$ cat src/rtl/spi_slave_bridge_p_if.sv
// Word-level interface between the SPI slave bridge (master modport) and the register decoder (slave modport).
// With SPI_BRIDGE_OVERRUN_EN defined it also carries word_ack and overrun.
interface spi_slave_bridge_p_if #(
    parameter int DATA_W = 8
);
    logic              word_sync;
    logic [DATA_W-1:0] data_in;
    logic [DATA_W-1:0] data_out;
    logic              tx_req;
    logic              frame_abort;
`ifdef SPI_BRIDGE_OVERRUN_EN
    logic              word_ack;
    logic              overrun;

    modport master (
        output word_sync, data_in, tx_req, frame_abort, overrun,
        input  data_out, word_ack
    );
    modport slave (
        input  word_sync, data_in, tx_req, frame_abort, overrun,
        output data_out, word_ack
    );
`else
    modport master (
        output word_sync, data_in, tx_req, frame_abort,
        input  data_out
    );
    modport slave (
        input  word_sync, data_in, tx_req, frame_abort,
        output data_out
    );
`endif
endinterface

$ cat src/rtl/spi_slave_bridge_p.sv
// Parametrised SPI slave bridge: all four SPI modes, any word width 2..32, either bit order, clk-domain strobes.
// Optional overrun tracking is enabled with `define SPI_BRIDGE_OVERRUN_EN.
module spi_slave_bridge_p #(
    parameter int DATA_W      = 8,
    parameter int CPOL        = 0,
    parameter int CPHA        = 0,
    parameter int MSB_FIRST   = 1,
    parameter int SYNC_STAGES = 2
) (
    input  logic                 clk,
    input  logic                 rst_n,
    input  logic                 sclk,
    input  logic                 cs_n,
    input  logic                 mosi,
    output logic                 miso,
    output logic                 miso_oe,
    spi_slave_bridge_p_if.master bus
);
    localparam int              CNT_W     = $clog2(DATA_W);
    localparam logic [CNT_W-1:0] CNT_LAST = CNT_W'(DATA_W - 1);
    localparam logic [CNT_W-1:0] CNT_ONE  = CNT_W'(1);
    localparam logic [CNT_W-1:0] CNT_ZERO = CNT_W'(0);
    localparam logic            IDLE_LVL  = (CPOL != 0) ? 1'b1 : 1'b0;
    localparam int              FIRST_IDX = (MSB_FIRST != 0) ? DATA_W - 1 : 0;

    typedef enum logic {
        IDLE   = 1'b0,
        ACTIVE = 1'b1
    } state_t;

    // One extra flop beyond the synchroniser depth holds the previous synced level for edge detection.
    logic [SYNC_STAGES:0]   sclk_sync_q;
    logic [SYNC_STAGES:0]   cs_sync_q;
    logic [SYNC_STAGES-1:0] mosi_sync_q;

    state_t            state_q;
    logic [CNT_W-1:0]  bit_cnt_q;
    logic [DATA_W-1:0] rx_shift_q;
    logic [DATA_W-1:0] rx_shift_d;
    logic [DATA_W-1:0] tx_word_q;
    logic [DATA_W-1:0] data_in_q;
    logic              miso_q;
    logic              miso_oe_q;
    logic              word_sync_q;
    logic              tx_req_q;
    logic              frame_abort_q;

    logic sclk_now_s;
    logic sclk_prev_s;
    logic lead_s;
    logic trail_s;
    logic sample_s;
    logic shift_s;
    logic cs_fall_s;
    logic cs_rise_s;
    logic mosi_s;
    logic word_done_s;

    function automatic logic [CNT_W-1:0] bit_index(input logic [CNT_W-1:0] cnt);
        if (MSB_FIRST != 0) begin
            bit_index = CNT_LAST - cnt;
        end else begin
            bit_index = cnt;
        end
    endfunction

    // Synchronise the asynchronous SPI pins into clk.
    always_ff @(posedge clk or negedge rst_n) begin
        if (!rst_n) begin
            sclk_sync_q <= {(SYNC_STAGES+1){IDLE_LVL}};
            cs_sync_q   <= {(SYNC_STAGES+1){1'b1}};
            mosi_sync_q <= {SYNC_STAGES{1'b0}};
        end else begin
            sclk_sync_q <= {sclk_sync_q[SYNC_STAGES-1:0], sclk};
            cs_sync_q   <= {cs_sync_q[SYNC_STAGES-1:0], cs_n};
            mosi_sync_q <= {mosi_sync_q[SYNC_STAGES-2:0], mosi};
        end
    end

    assign sclk_now_s  = sclk_sync_q[SYNC_STAGES-1];
    assign sclk_prev_s = sclk_sync_q[SYNC_STAGES];
    assign lead_s      = (sclk_prev_s == IDLE_LVL) && (sclk_now_s != IDLE_LVL);
    assign trail_s     = (sclk_prev_s != IDLE_LVL) && (sclk_now_s == IDLE_LVL);
    assign sample_s    = (CPHA != 0) ? trail_s : lead_s;
    assign shift_s     = (CPHA != 0) ? lead_s : trail_s;
    assign cs_fall_s   = cs_sync_q[SYNC_STAGES] && !cs_sync_q[SYNC_STAGES-1];
    assign cs_rise_s   = !cs_sync_q[SYNC_STAGES] && cs_sync_q[SYNC_STAGES-1];
    assign mosi_s      = mosi_sync_q[SYNC_STAGES-1];
    assign word_done_s = (state_q == ACTIVE) && sample_s && (bit_cnt_q == CNT_LAST);

    // Receive shifter next value for the current sample edge.
    always_comb begin
        rx_shift_d = rx_shift_q;
        if (MSB_FIRST != 0) begin
            rx_shift_d = {rx_shift_q[DATA_W-2:0], mosi_s};
        end else begin
            rx_shift_d = {mosi_s, rx_shift_q[DATA_W-1:1]};
        end
    end

    // Frame control FSM with all registered outputs.
    always_ff @(posedge clk or negedge rst_n) begin
        if (!rst_n) begin
            state_q       <= IDLE;
            bit_cnt_q     <= CNT_ZERO;
            rx_shift_q    <= {DATA_W{1'b0}};
            tx_word_q     <= {DATA_W{1'b0}};
            data_in_q     <= {DATA_W{1'b0}};
            miso_q        <= 1'b0;
            miso_oe_q     <= 1'b0;
            word_sync_q   <= 1'b0;
            tx_req_q      <= 1'b0;
            frame_abort_q <= 1'b0;
        end else begin
            word_sync_q   <= 1'b0;
            tx_req_q      <= 1'b0;
            frame_abort_q <= 1'b0;
            case (state_q)
                IDLE: begin
                    if (cs_fall_s) begin
                        state_q   <= ACTIVE;
                        bit_cnt_q <= CNT_ZERO;
                        miso_oe_q <= 1'b1;
                        tx_req_q  <= 1'b1;
                        tx_word_q <= bus.data_out;
                        miso_q    <= (CPHA == 0) ? bus.data_out[FIRST_IDX] : 1'b0;
                    end
                end
                ACTIVE: begin
                    if (sample_s) begin
                        rx_shift_q <= rx_shift_d;
                        if (bit_cnt_q == CNT_LAST) begin
                            data_in_q   <= rx_shift_d;
                            word_sync_q <= 1'b1;
                            bit_cnt_q   <= CNT_ZERO;
                            tx_req_q    <= 1'b1;
                            tx_word_q   <= bus.data_out;
                            // In CPHA=0 the next word's first bit has no shift edge of its own.
                            if (CPHA == 0) begin
                                miso_q <= bus.data_out[FIRST_IDX];
                            end
                        end else begin
                            bit_cnt_q <= bit_cnt_q + CNT_ONE;
                        end
                    end else if (shift_s) begin
                        if (!((CPHA == 0) && (bit_cnt_q == CNT_ZERO))) begin
                            miso_q <= tx_word_q[bit_index(bit_cnt_q)];
                        end
                    end
                    if (cs_rise_s) begin
                        state_q       <= IDLE;
                        bit_cnt_q     <= CNT_ZERO;
                        miso_oe_q     <= 1'b0;
                        miso_q        <= 1'b0;
                        frame_abort_q <= (bit_cnt_q != CNT_ZERO) && !word_done_s;
                    end
                end
                default: begin
                    state_q <= IDLE;
                end
            endcase
        end
    end

`ifdef SPI_BRIDGE_OVERRUN_EN
    logic pending_q;
    logic overrun_q;

    // A completed word that arrives before the previous one was acknowledged flags a sticky overrun.
    always_ff @(posedge clk or negedge rst_n) begin
        if (!rst_n) begin
            pending_q <= 1'b0;
            overrun_q <= 1'b0;
        end else begin
            if (word_done_s) begin
                pending_q <= 1'b1;
            end else if (bus.word_ack) begin
                pending_q <= 1'b0;
            end
            if (word_done_s && pending_q && !bus.word_ack) begin
                overrun_q <= 1'b1;
            end else if (bus.word_ack) begin
                overrun_q <= 1'b0;
            end
        end
    end

    assign bus.overrun = overrun_q;
`endif

    assign miso            = miso_q;
    assign miso_oe         = miso_oe_q;
    assign bus.word_sync   = word_sync_q;
    assign bus.data_in     = data_in_q;
    assign bus.tx_req      = tx_req_q;
    assign bus.frame_abort = frame_abort_q;

endmodule

$ cat src/flat_wrapper.sv
// flat-port wrapper written by rule: the top's interface ports become plain ports
module spi_slave_bridge_p_flat 
#(
    parameter int DATA_W      = 8,
    parameter int CPOL        = 0,
    parameter int CPHA        = 0,
    parameter int MSB_FIRST   = 1,
    parameter int SYNC_STAGES = 2
)
  (clk, rst_n, sclk, cs_n, mosi, miso, miso_oe, bus_word_sync, bus_data_in, bus_tx_req, bus_frame_abort, bus_data_out);
  spi_slave_bridge_p_if #(.DATA_W(DATA_W)) bus_i ();
  input  logic clk;
  input  logic rst_n;
  input  logic sclk;
  input  logic cs_n;
  input  logic mosi;
  output logic miso;
  output logic miso_oe;
  output wire logic [$bits(bus_i.word_sync)-1:0] bus_word_sync;
  output wire logic [$bits(bus_i.data_in)-1:0] bus_data_in;
  output wire logic [$bits(bus_i.tx_req)-1:0] bus_tx_req;
  output wire logic [$bits(bus_i.frame_abort)-1:0] bus_frame_abort;
  input wire logic [$bits(bus_i.data_out)-1:0] bus_data_out;
  assign bus_word_sync = bus_i.word_sync;
  assign bus_data_in = bus_i.data_in;
  assign bus_tx_req = bus_i.tx_req;
  assign bus_frame_abort = bus_i.frame_abort;
  assign bus_i.data_out = bus_data_out;
  spi_slave_bridge_p #(.DATA_W(DATA_W), .CPOL(CPOL), .CPHA(CPHA), .MSB_FIRST(MSB_FIRST), .SYNC_STAGES(SYNC_STAGES)) u_core (.clk(clk), .rst_n(rst_n), .sclk(sclk), .cs_n(cs_n), .mosi(mosi), .miso(miso), .miso_oe(miso_oe), .bus(bus_i));
endmodule
$ cat config.mk
export PLATFORM = sky130hd
export DESIGN_NAME = spi_slave_bridge_p_flat
export DESIGN_NICKNAME = d
export VERILOG_FILES = /design/src/rtl/spi_slave_bridge_p_if.sv /design/src/rtl/spi_slave_bridge_p.sv /design/src/flat_wrapper.sv
export SDC_FILE = /design/constraint.sdc
export NUM_CORES = 1
export LEC_CHECK = 0
export BUFFER_PORTS_ARGS = -buffer_cell sky130_fd_sc_hd__buf_2
export CORE_MARGIN = 2
export CORE_UTILIZATION = 50
export DETAILED_ROUTE_END_ITERATION = 6
export PLACE_DENSITY = 0.75
export SLEW_MARGIN = 20
export SYNTH_ARGS = -nofsm -noshare
export SYNTH_HDL_FRONTEND = slang
export SYNTH_SLANG_ARGS = --single-unit
$ cat constraint.sdc
create_clock -name clk -period 2.8 [get_ports clk]
set_input_delay 0.56 -clock clk [delete_from_list [all_inputs] [get_ports clk]]
set_output_delay 0.56 -clock clk [all_outputs]
set_load 0.05 [all_outputs]
==> results.md <==
- Via count: between 1k and 1.5k
- Worst path required time: 3.03 ns
- Vias in the first global route: 1096
- Clock transition at path regs: 0.11 ns
- Lkg Pwr: 0.9217 nW
- H-tree depth: 2
- Hold Vio Cnt, Final: 0
- FMAX: 526.7 MHz
- Max cap viols: 0
- Final period utilization: 67.80%
- Crit path launch: u_core.bit_cnt_q[1]
- Fin. max-slew vios: 0
- RSZ-0062 raised after global routing: no
- # rows: 20
- Post-Route WL: 2.814 mm
- Predominant post-synthesis flop cell: dfrtp_1
- Max-slew headroom: 43.09%
- Die height: 61.56 um
- Kind of critical path: reg2reg
- Setup TNS: 0 ns
- CP Cell Sequence: ha_1 > ha_1 > nand3_1 > o21ai_2 > mux2_2
- NetSw: 0.3915 mW
- Sink Count: 40
- Port Buffers: 25
- Worst flop-to-flop path startpoint: u_core.bit_cnt_q[1]
- Setup slack, reg-to-reg: 0.90 ns
- Worst skew pair latency: 0.34 ns
- Initial DRT Pass Iterations: 4
- Layout Skew: 0.008692 ns
- Slowest stage cell, crit path: dfrtp_1
- CP endpoint: u_core.tx_word_q[6]
- Distinct cells, synth: 30
- Async S/R FF share, synth: 100.0%
- Number of flops mapped to enable cells by yosys: 0
- Vias per inst: between 5 and 6
- Die width: around 62 um
- WHS: 0.3043 ns
- Sw frac: 28.51%
- RR Endpoint: u_core.tx_word_q[6]
- Crit path launch type: register
- Grt total ovfl: 0
- Cell Area, Synth: 1657 um2
- CP dominant cell by count: ha_1
- Yosys synthesis warning count: 0
- GRT Total Usage: 18.10%
- Final #Nets: 166
- Final HPWL DP: 1.984 mm
- Post-CTS sizing: 0
- Internal power: 0.9817 mW
- Post CTS Setup Buffer Count: 0
- DRT iter0 DRCs: 67
- Worst-path maximum fanout: 9
- Starting Density: 53.39%
- First-pass GRT wire length: 4.892 mm
- Largest net degree at the start of global routing: 41
- Top cells by area, synth: dfrtp_1 56%, mux2_2 16%, dfstp_2 4.8%, mux2i_1 2.4%, o21ai_0 2.4%
- Pwr/cell area: just over 700 nW/um2
- Sequential share of the synthesized area: 60.65%
- Pwr Total: 1.373 mW
- Ports: 26
- Clk buf depth: 2
- Clock share of power: 26.8%
- # setup viols final: 0
- Synth area leader: dfrtp_1
- Worst setup EP type: register
- Gate Count Post-Synth: roughly 120
- Gate power share: a little under a fifth
- Synthesized Nets: 137
- Core Area: between 3000 and 4000 um2
- HP Class: in2reg
- Worst path max stage delay: between 0.5 and 0.6 ns
- Num CTS Buffers: 5
- R2R depth: 5
- Status: finished, final reports clean
- Wirelength per Cell: 14.43 um
- Peak supply drop: around 0.00037 V
- Antenna violations before repair: 0
- Die ar.: 3790 um2
- CTS Root Cell: clkbuf_4
- GPL Wtd Cong: 0.8534
- CP arrival: 2.13 ns
- Share of the synthesized area in the top cell type: 55.89%
- Mapped Avg Cell Area: 13.69 um2
- Reg power frac: 54.9%
- #FFs+latches synth: 40
- CTS tree: done
- Antenna viol nets, final: 0
- Crit path time final: 1.898 ns
- Post-route DRC violation count: 0
- Fraction of layout cells with a size suffix above 1: 41.72%
- # diodes: 0
- Worst slew pin tran: 0.8537 ns
- Cts hold-fix bufs: 0
- P&R area growth vs syn: 14.50%
metrics by stage:
stage                     utilization, %  instances  setup slack (ns)  instance area [um2]
after floorplan                        -        121             1.260                 1657
after global placement             58.67        187             1.004                 1821
after detailed placement           58.67        187            0.9422                 1821
after CTS                          61.13        195            0.9092                 1897
after global routing               61.13        195            0.7883                 1897
final                              61.13        195            0.9015                 1897
area by class of cell:
| cell class | instances | area, um2 |
|---|---|---|
| clock buffers | 6 | 41.29 |
| clock inverters | 2 | 35.03 |
| fillers | 259 | 1206 |
| inverters | 6 | 22.52 |
| multi-input cells | 72 | 613.1 |
| flip-flops and latches | 40 | 1005 |
| well taps | 44 | 55.05 |
| repair buffers | 25 | 125.1 |
cells in the final DEF (no fill, tap or decap):
cell,instances
o22ai_1,1
nand3_1,3
a21oi_1,4
nor4_4,1
buf_2,25
inv_2,1
nor2_1,5
a211oi_1,1
mux2_2,23
o2111ai_1,1
clkinv_2,1
nand2_4,1
nand2_1,2
a22oi_1,2
clkbuf_1,1
a2bb2oi_1,1
nor2b_4,1
mux2i_1,4
clkbuf_4,5
inv_1,5
dfstp_2,3
and2b_1,2
ha_1,3
bufinv_16,1
nand2b_1,4
o21ai_0,8
dfrtp_1,37
nor4b_1,1
a221oi_1,1
o211ai_1,1
o21ai_2,1
a311oi_1,1
cells by family after synthesis:
group,synth area share (%)
DFF,60.65
muxes,18.05
AOI/OAI and AO/OA,8.460
and+or+nand+nor,8.232
buffers and inverters,2.341
adders and majority gates,2.266
cell usage after synthesis, types with 2 or more instances:
master	number
dfstp_2	3
and2b_1	2
nor2_1	5
nand2_1	2
a21oi_1	4
inv_1	5
a22oi_1	2
mux2_2	23
nand3_1	3
dfrtp_1	37
mux2i_1	4
ha_1	3
o21ai_0	8
nand2b_1	4
power groups by stage:
stage | Sequential [mW] | Clock, mW | Combinational (mW)
2_1_floorplan | 0.778 | 0 | 0.165
3_3_place_gp | 0.759 | 0 | 0.245
3_5_place_dp | 0.767 | 0 | 0.254
4_1_cts | 0.755 | 0.380 | 0.255
5_1_grt | 0.772 | 0.404 | 0.278
6_report | 0.754 | 0.368 | 0.251
per-layer routing:
metal | GRT usage, % | wire (um) | share of wire (%)
met1 | 22.76 | 1275 | 45
met2 | 29.17 | 1390 | 49
met3 | 4.412 | 107 | 3.8
met4 | 9.119 | 42 | 1.5
met5 | 0 | 0 | 0
worst max-delay path: cells and delay by family (launching register included):
family | cells | cell delay [ns]
AOI/OAI and AO/OA | 1 | 0.24
muxes | 1 | 0.39
DFF | 1 | 0.56
adders and majority gates | 2 | 0.46
and+or+nand+nor | 1 | 0.13
worst min path at each step:
| stage | startpoint | end | cells past startpoint |
|---|---|---|---|
| 2_1_floorplan | rst_n | u_core.bit_cnt_q[0] | 0 |
| 3_3_place_gp | u_core.mosi_sync_q[0] | u_core.mosi_sync_q[1] | 0 |
| 3_5_place_dp | u_core.sclk_sync_q[0] | u_core.sclk_sync_q[1] | 0 |
| 4_1_cts | cs_n | u_core.cs_sync_q[0] | 1 |
| 5_1_grt | cs_n | u_core.cs_sync_q[0] | 1 |
| 6_report | cs_n | u_core.cs_sync_q[0] | 1 |
sequential cells by signal (all words and copies together) (netlist names):
register                cells
u_core.tx_word_q            8
u_core.miso                 1
u_core.sclk_sync_q          3
u_core.bus.word_sync        1
u_core.bus.frame_abort      1
u_core.state_q              1
u_core.mosi_sync_q          2
u_core.rx_shift_q           7
u_core.cs_sync_q            3
u_core.bus.data_in          8
u_core.miso_oe              1
u_core.bus.tx_req           1
u_core.bit_cnt_q            3
No activity file was read; power rests on OpenSTA's default activity.
